`src/rtl/sram_vector_reader.sv`:
```
// Streams SIZE_N 128-bit elements out of a 16-bit-wide SRAM, eight words per element.
// Optional word checksum is built when VEC_READ_CHECKSUM_EN is defined; otherwise checksum is tied to 0.
module sram_vector_reader #(
    parameter int SIZE_N    = 64,
    parameter int READ_WAIT = 1
) (
    input  logic         clk,
    input  logic         reset,
    input  logic         enable,
    output logic         busy,
    output logic         ready,
    input  logic [17:0]  storeAddr,
    input  logic [15:0]  sramDataRead,
    output logic [17:0]  sramAddr,
    output logic         sramOutEnable,
    output logic         sramWriteEnable,
    output logic [127:0] elemData,
    output logic [7:0]   elemIndex,
    output logic         elemValid,
    input  logic         elemReady,
    output logic [15:0]  checksum,
    output logic [2:0]   dbg_state
);

    typedef enum logic [2:0] {
        S_IDLE, S_ELEM, S_WAIT, S_CAPT, S_LOAD, S_PRESENT, S_DONE, S_FIN
    } state_t;

    localparam logic [7:0] LAST_I    = 8'(SIZE_N);
    localparam logic [3:0] WAIT_LAST = (READ_WAIT > 0) ? 4'(READ_WAIT - 1) : 4'd0;
    // With no read wait the address phase goes straight to capture.
    localparam state_t     AFTER_ADDR = (READ_WAIT > 0) ? S_WAIT : S_CAPT;

    state_t         state_q, state_d;
    logic [17:0]    base;
    logic [7:0]     i;
    logic [2:0]     k;
    logic [3:0]     wcnt;
    logic [127:0]   asm_q;

    assign sramWriteEnable = 1'b1;
    assign dbg_state       = state_q;

    always_ff @(posedge clk or posedge reset) begin
        if (reset) state_q <= S_IDLE;
        else       state_q <= state_d;
    end

    // Element stream: an element transfers on any clock where elemValid && elemReady;
    // while elemValid is high elemData/elemIndex stay frozen, elemReady alone does nothing.
    always_comb begin
        state_d = state_q;
        case (state_q)
            S_IDLE:    if (enable) state_d = S_ELEM;
            S_ELEM:    state_d = (i == LAST_I) ? S_DONE : AFTER_ADDR;
            S_WAIT:    if (wcnt == WAIT_LAST) state_d = S_CAPT;
            S_CAPT:    state_d = (k == 3'd7) ? S_LOAD : AFTER_ADDR;
            S_LOAD:    state_d = S_PRESENT;
            S_PRESENT: if (elemReady) state_d = S_ELEM;
            S_DONE:    state_d = S_FIN;
            S_FIN:     state_d = S_IDLE;
            default:   state_d = S_IDLE;
        endcase
    end

    always_ff @(posedge clk or posedge reset) begin
        if (reset) begin
            busy          <= 1'b0;
            ready         <= 1'b0;
            sramAddr      <= '0;
            sramOutEnable <= 1'b1;
            elemData      <= '0;
            elemIndex     <= '0;
            elemValid     <= 1'b0;
            base          <= '0;
            i             <= '0;
            k             <= '0;
            wcnt          <= '0;
            asm_q         <= '0;
        end else begin
            case (state_q)
                S_IDLE: if (enable) begin
                    base          <= storeAddr;
                    i             <= '0;
                    busy          <= 1'b1;
                    ready         <= 1'b0;
                    sramOutEnable <= 1'b0;
                end
                S_ELEM: if (i != LAST_I) begin
                    k        <= '0;
                    wcnt     <= '0;
                    asm_q    <= '0;
                    sramAddr <= base + {7'd0, i, 3'b000};
                end
                S_WAIT: wcnt <= wcnt + 4'd1;
                S_CAPT: begin
                    // Words arrive low first; shifting in from the top leaves word k at [16k+15:16k].
                    asm_q <= {sramDataRead, asm_q[127:16]};
                    k     <= k + 3'd1;
                    wcnt  <= '0;
                    if (k != 3'd7) sramAddr <= sramAddr + 18'd1;
                end
                S_LOAD: begin
                    elemData  <= asm_q;
                    elemIndex <= i;
                    elemValid <= 1'b1;
                end
                S_PRESENT: if (elemReady) begin
                    elemValid <= 1'b0;
                    i         <= i + 8'd1;
                end
                S_DONE: begin
                    busy          <= 1'b0;
                    sramOutEnable <= 1'b1;
                end
                S_FIN: ready <= 1'b1;
                default: ;
            endcase
        end
    end

`ifdef VEC_READ_CHECKSUM_EN
    always_ff @(posedge clk or posedge reset) begin
        if (reset)                              checksum <= '0;
        else if (state_q == S_IDLE && enable)   checksum <= '0;
        else if (state_q == S_CAPT)             checksum <= checksum + sramDataRead;
    end
`else
    assign checksum = 16'd0;
`endif

endmodule

```
`config.mk`:
```
export PLATFORM = sky130hd
export DESIGN_NAME = sram_vector_reader
export DESIGN_NICKNAME = d
export VERILOG_FILES = /design/src/rtl/sram_vector_reader.sv
export SDC_FILE = /design/constraint.sdc
export NUM_CORES = 1
export LEC_CHECK = 0
export BUFFER_PORTS_ARGS = -buffer_cell sky130_fd_sc_hd__buf_2
export CAP_MARGIN = 20
export CELL_PAD_IN_SITES_DETAIL_PLACEMENT = 1
export CELL_PAD_IN_SITES_GLOBAL_PLACEMENT = 2
export CORE_ASPECT_RATIO = 0.9
export CORE_MARGIN = 3
export CORE_UTILIZATION = 40
export CTS_CLUSTER_DIAMETER = 40
export DETAILED_ROUTE_END_ITERATION = 8
export PLACE_DENSITY = 0.82
export SLEW_MARGIN = 20
export SYNTH_ARGS = -nofsm -noshare
export SYNTH_HDL_FRONTEND = slang
export SYNTH_SLANG_ARGS = --single-unit
```
`constraint.sdc`:
```
create_clock -name clk -period 24.7 [get_ports clk]
set_input_delay 3.705 -clock clk [delete_from_list [all_inputs] [get_ports clk]]
set_output_delay 3.705 -clock clk [all_outputs]
set_load 0.02 [all_outputs]
```
==> flow_metrics.py, run 1 <==
metrics = {
    "timing": {
        "fin_crit_ns": 5.36,
        "fin_setup_tns_ns": 0,
        "rsz0062_at_grt": "false",
        "fmax_mhz": 186,
        "fin_worst_skew_ns": 0.0159,
        "worst_slew_pin_slew_ns": 1.08,
        "finalHoldViolCount": 0,
        "period_share": 0.217,
        "max_slew_margin": 0.281,
        "whs_ns": 0.472,
        "slew_violations": 0,
        "setup_violations": 0,
    },
    "placed_design": {
        "gp_congestion": 0.818,
        "dp_hpwl_um": 22700,
        "io_buffers": 198,
    },
    "cts": {
        "ctsResizeCount": 0,
        "htree_levels": 2,
        "clk_latency_ns": 0.54,
        "cts_inserted_buffers": 45,
        "hold_buffers": 0,
        "cts_buffer_depth": 3,
        "cts_tree": "done",
        "clkSinkCount": 322,
        "cts.reportedPaths.clkPinSlew_ns": 0.05,
        "post-cts-setup-buffers": 0,
        "root_buffer": "clkbuf_16",
    },
    "synth": {
        "synth_cell_types": 60,
        "synth_top_area_frac": 0.593,
        "synth.avg_cell_area_um2": 11.1,
        "ys_seq_area_frac": 0.595,
        "synth_area_leaders": "dfrtp_1, mux2_2, nand2_1",
        "async_flop_share": 1.00,
        "syn-instance-count": 1221,
        "synth_area_um2": 13500,
        "synth_edf_count": 0,
        "yosys.area.top_type": "dfrtp_1",
        "ys_ff_latch": 322,
        "synthFlopType": "dfrtp_1",
        "ys_warn_count": 0,
    },
    "setup_path": {
        "critical_path.top_delay_family": "flip-flops",
        "r2r_slack_ns": 21.51,
        "path_max_fanout": 19,
        "timing.setup.critical_path_class": "flip-flop to output port",
        "startpoint_type": "flip-flop",
        "worstPathArrival_ns": 1.66,
        "crit_required_ns": 21.00,
        "path_cells": "buf_2",
        "slowest_delay_ns": 0.82,
        "slowest_stage": "dfrtp_1",
        "path_buf_inv": 1,
        "cp-end-kind": "output port",
    },
    "global_routing": {
        "overflow": 0,
        "grt_pass1_vias": 10000,
        "grt_pass1_wl_um": 57400,
        "grt_usage": 0.199,
        "antenna_found_initial": 0,
        "grt_max_degree": 189,
    },
    "drt": {
        "vias": 9652,
        "firstDrtPassIters": 4,
        "routed_via_density": 5.10,
        "routedWlPerCell_um": 19.0,
        "routed_wl_um": 35900,
        "detail-route-antenna-nets": 0,
        "drc": 0,
        "drtIter0Drc": 458,
    },
    "status": {
        "outcome": "completed",
    },
    "power": {
        "p_per_area_nw_per_um2": 108,
        "vdd_drop_max_mv": 0.0560,
        "p_leak_nw": 8.54,
    },
    "job": {
        "max_cap_violations": 0,
    },
    "floorplan": {
        "die_x_um": 200,
        "die_area_um2": 36100,
        "io_pins": 216,
        "die_height_um": 181,
        "initial_core_util": 0.408,
        "rows": 63,
        "core_um2": 33200,
    },
    "finish": {
        "antenna_cells": 0,
        "fillers": 3597,
        "syn_to_final_growth_pct": 21.1,
        "seqCellArea_um2": 8060,
        "multi_input_area_um2": 5090,
        "final_nets": 1458,
        "drive_gt1_frac": 0.313,
    },
    "min_path": {
        "min_path_type": "flip-flop to flip-flop",
    },
}
## report_power, final
part	switching [mW]	leakage, nW	internal, mW
combinational	0.296	3.51	0.130
sequential	0.0972	4.30	0.620
clock	0.242	0.725	0.393
## stage by stage
step	utilization	cells	total power [mW]	setup WS (ns)	cell area (um^2)
3_5_place_dp	0.447	1808	1.15	19.09	14800
3_3_place_gp	0.447	1808	1.14	19.09	14800
4_1_cts	0.492	1889	1.80	19.31	16300
6_report	0.494	1892	1.78	19.34	16400
5_1_grt	0.494	1892	1.89	19.23	16400
2_1_floorplan	-	1236	1.00	12.08	13600
## cells in the final DEF (no fill, tap or decap), types with 3 or more instances in the layout
cell type / instances
buf_2: 198
dfrtp_1: 321
nand3_1: 143
xnor2_1: 6
ha_1: 16
or3_1: 3
buf_4: 6
and3_1: 5
o211ai_1: 4
clkbuf_16: 47
nand4_1: 8
inv_1: 9
clkbuf_8: 4
nor2_1: 34
clkbuf_1: 6
nor2b_1: 5
clkinv_4: 3
bufinv_16: 3
nor3_1: 9
buf_16: 3
xor2_1: 10
a211oi_1: 6
clkinvlp_4: 5
and4_1: 3
conb_1: 17
and2_1: 3
mux2_2: 153
inv_6: 6
nand2b_1: 4
mux2i_1: 4
clkinv_2: 7
a21oi_1: 31
nand2_1: 288
or4_1: 3
o21ai_0: 24
## cells in the mapped netlist (2+ instances only)
library cell,instances
a21o_1,2
and3_1,6
xnor2_1,6
nor3_1,10
a211oi_1,6
o211ai_1,4
nand2_1,288
buf_1,15
inv_1,10
clkbuf_1,17
ha_1,16
nand4_1,8
nor2_1,34
nor2b_1,5
o21a_1,2
xor2_1,10
nand3_1,144
a21oi_1,31
nand2b_1,4
conb_1,2
buf_2,38
dfrtp_1,321
or4_1,3
and4_1,3
o21ai_0,24
or3_1,3
a31oi_1,2
and2_1,3
mux2i_1,4
nor4_1,2
buf_4,17
mux2_2,153
## flip-flops by register name, indices dropped and copies added, names as in the netlist
signal         cells
wcnt               4
elemIndex          8
busy               1
elemValid          1
base              18
k                  3
i                  8
asm_q            128
dbg_state          3
sramAddr          18
sramOutEnable      1
ready              1
elemData         128
## final timing paths
| check | endpoint | cells past startpoint | from |
|---|---|---|---|
| hold reg to reg | elemValid | 1 | elemValid |
| setup reg to reg | sramAddr[13] | 7 | dbg_state[1] |
| hold / removal | elemValid | 1 | elemValid |
| setup / recovery | dbg_state[1] | 1 | dbg_state[1] |
| min in group asynchronous | elemData[16] | 2 | reset |
| max in group asynchronous | elemData[12] | 5 | reset |
## final cells by class
class	instances	share of cell area
Clock buffer	57	0.0764
Clock inverter	24	0.0147
Inverter	10	0.00275
Multi-Input combinational cell	816	0.311
Sequential cell	322	0.491
Tap cell	455	0.0347
Timing Repair Buffer	208	0.0694
## cell families (layout without fill, tap and decap cells)
| family | count (synthesis) | in the layout | share of synthesized area |
|---|---|---|---|
| and+or+nand+nor | 521 | 521 | 0.170 |
| xor gates and xnor gates | 16 | 16 | 0.0103 |
| adders and majority gates | 17 | 17 | 0.0163 |
| AOI/OAI and AO/OA | 88 | 88 | 0.0417 |
| muxes | 157 | 157 | 0.130 |
| DFF | 322 | 322 | 0.595 |
| other | 2 | 17 | 0.000555 |
| buffers and inverters | 98 | 299 | 0.0355 |
## routing by layer
layer  track usage  share of wire  vias to the layer above
met4        0.0458          0.018                        0
met2         0.314           0.46                      177
met3        0.0404          0.046                       50
met5             0              0                        -
li1              -              -                     4512
met1         0.285           0.47                     4913
No activity file was read; power rests on OpenSTA's default activity.
==> inputs of run 2 (changes only) <==
- CORE_UTILIZATION: 40 -> 33
- PLACE_DENSITY: 0.82 -> 0.72
- clock period: 24.7 -> 4.6 ns (I/O delays scaled with it)
==> flow_metrics.py, run 2 (synthesized netlist as in run 1, its figures left out) <==
metrics = {
    "cts": {
        "cts_buffer_depth": 3,
        "cts_inserted_buffers": 52,
        "clk_latency_ns": 0.58,
        "clkSinkCount": 322,
        "hold_buffers": 0,
        "ctsResizeCount": 0,
        "root_buffer": "clkbuf_16",
        "cts_tree": "done",
        "htree_levels": 2,
        "cts.reportedPaths.clkPinSlew_ns": 0.06,
        "post-cts-setup-buffers": 0,
    },
    "placed_design": {
        "gp_congestion": 0.766,
        "dp_hpwl_um": 24700,
        "io_buffers": 198,
        "place_worst_setup_slack_ns": 1.62,
    },
    "finish": {
        "final_cell_mix": "dfrtp_1, nand2_1, buf_2",
        "multi_input_area_um2": 5090,
        "seqCellArea_um2": 8060,
        "reg_top3": "asm_q: 128 flops, elemData: 128 flops",
        "final_nets": 1469,
        "drive_gt1_frac": 0.324,
        "fillers": 4389,
        "antenna_cells": 0,
        "syn_to_final_growth_pct": 24.8,
        "final_common_cell": "dfrtp_1",
    },
    "timing": {
        "max_slew_margin": 0.381,
        "fin_worst_skew_ns": 0.0155,
        "fin_ws_ns": 1.61,
        "slew_violations": 0,
        "finalHoldViolCount": 0,
        "fmax_mhz": 335,
        "rsz0062_at_grt": "false",
        "fin_crit_ns": 2.99,
        "worst_slew_pin_slew_ns": 0.928,
        "setup_violations": 0,
        "period_share": 0.649,
    },
    "min_path": {
        "min_path_type": "primary input to asynchronous set/reset pin",
    },
    "drt": {
        "drtIter0Drc": 555,
        "routed_wl_um": 37900,
        "routedWlPerCell_um": 19.0,
        "routed_via_density": 4.93,
        "vias": 9809,
        "firstDrtPassIters": 4,
        "detail-route-antenna-nets": 0,
        "drc": 0,
    },
    "setup_path": {
        "path_max_fanout": 72,
        "cp-end-kind": "flip-flop",
        "timing.setup.critical_path_class": "flip-flop to flip-flop",
        "crit_required_ns": 5.07,
        "r2r_slack_ns": 1.61,
        "startpoint_type": "flip-flop",
        "worstPathArrival_ns": 3.45,
    },
    "global_routing": {
        "antenna_found_initial": 0,
        "grt_pass1_wl_um": 60300,
        "overflow": 0,
        "grt_usage": 0.175,
        "grt_max_degree": 125,
        "grt_pass1_vias": 10400,
    },
    "job": {
        "max_cap_violations": 0,
    },
    "power": {
        "p_per_area_nw_per_um2": 614,
        "p_leak_nw": 8.71,
        "vdd_drop_max_mv": 0.313,
        "total_power_mw": 10.4,
    },
    "floorplan": {
        "rows": 69,
        "die_x_um": 220,
        "core_um2": 40000,
        "io_pins": 216,
        "die_height_um": 198,
        "die_area_um2": 43500,
        "initial_core_util": 0.339,
    },
    "status": {
        "outcome": "completed",
    },
}
## run 2: path summary, 6_finish.rpt
kind	cells after the start	to	startpoint
max in group asynchronous	3	asm_q[114]	reset
min reg2reg	1	elemValid	elemValid
min in group clk	3	asm_q[115]	sramDataRead[3]
max reg2reg	5	sramAddr[8]	dbg_state[1]
min	2	asm_q[2]	reset
max	5	sramAddr[8]	dbg_state[1]
## run 2: critical path, cell delays in order, from the launching register on
cell and delay [ns]:
dfrtp_1 0.65, nor4_4 0.38, a221o_4 0.77, buf_4 0.59, nor3_1 0.11, a211oi_1 0.23
## run 2: power by group
group / total [mW] / switching [mW] / internal (mW)
logic: 2.35 / 1.62 / 0.728
clock network: 4.16 / 1.49 / 2.67
registers: 3.86 / 0.532 / 3.33
## run 2: layout make-up
type,count,area share
Timing Repair Buffer,212,0.0690
Clock buffer,58,0.0802
Inverter,10,0.00244
Multi-Input combinational cell,816,0.301
Sequential cell,322,0.477
Tap cell,532,0.0394
Clock inverter,39,0.0304
## run 2: stage by stage
step	instances	utilization	hold WS [ns]	TNS, ns	instance area (um^2)
floorplan	1236	-	0.455	-123.25	13600
global placement	1891	0.375	0.455	0	15000
detailed placement	1891	0.375	0.465	0	15000
CTS	1988	0.422	0.116	0	16900
global route	1989	0.423	0.146	0	16900
finish	1989	0.423	0.138	0	16900
## run 2: metal layers
layer	GRT usage	part of all wire
met4	0.0523	0.018
met2	0.265	0.45
met5	0	0
met3	0.0356	0.048
met1	0.255	0.48
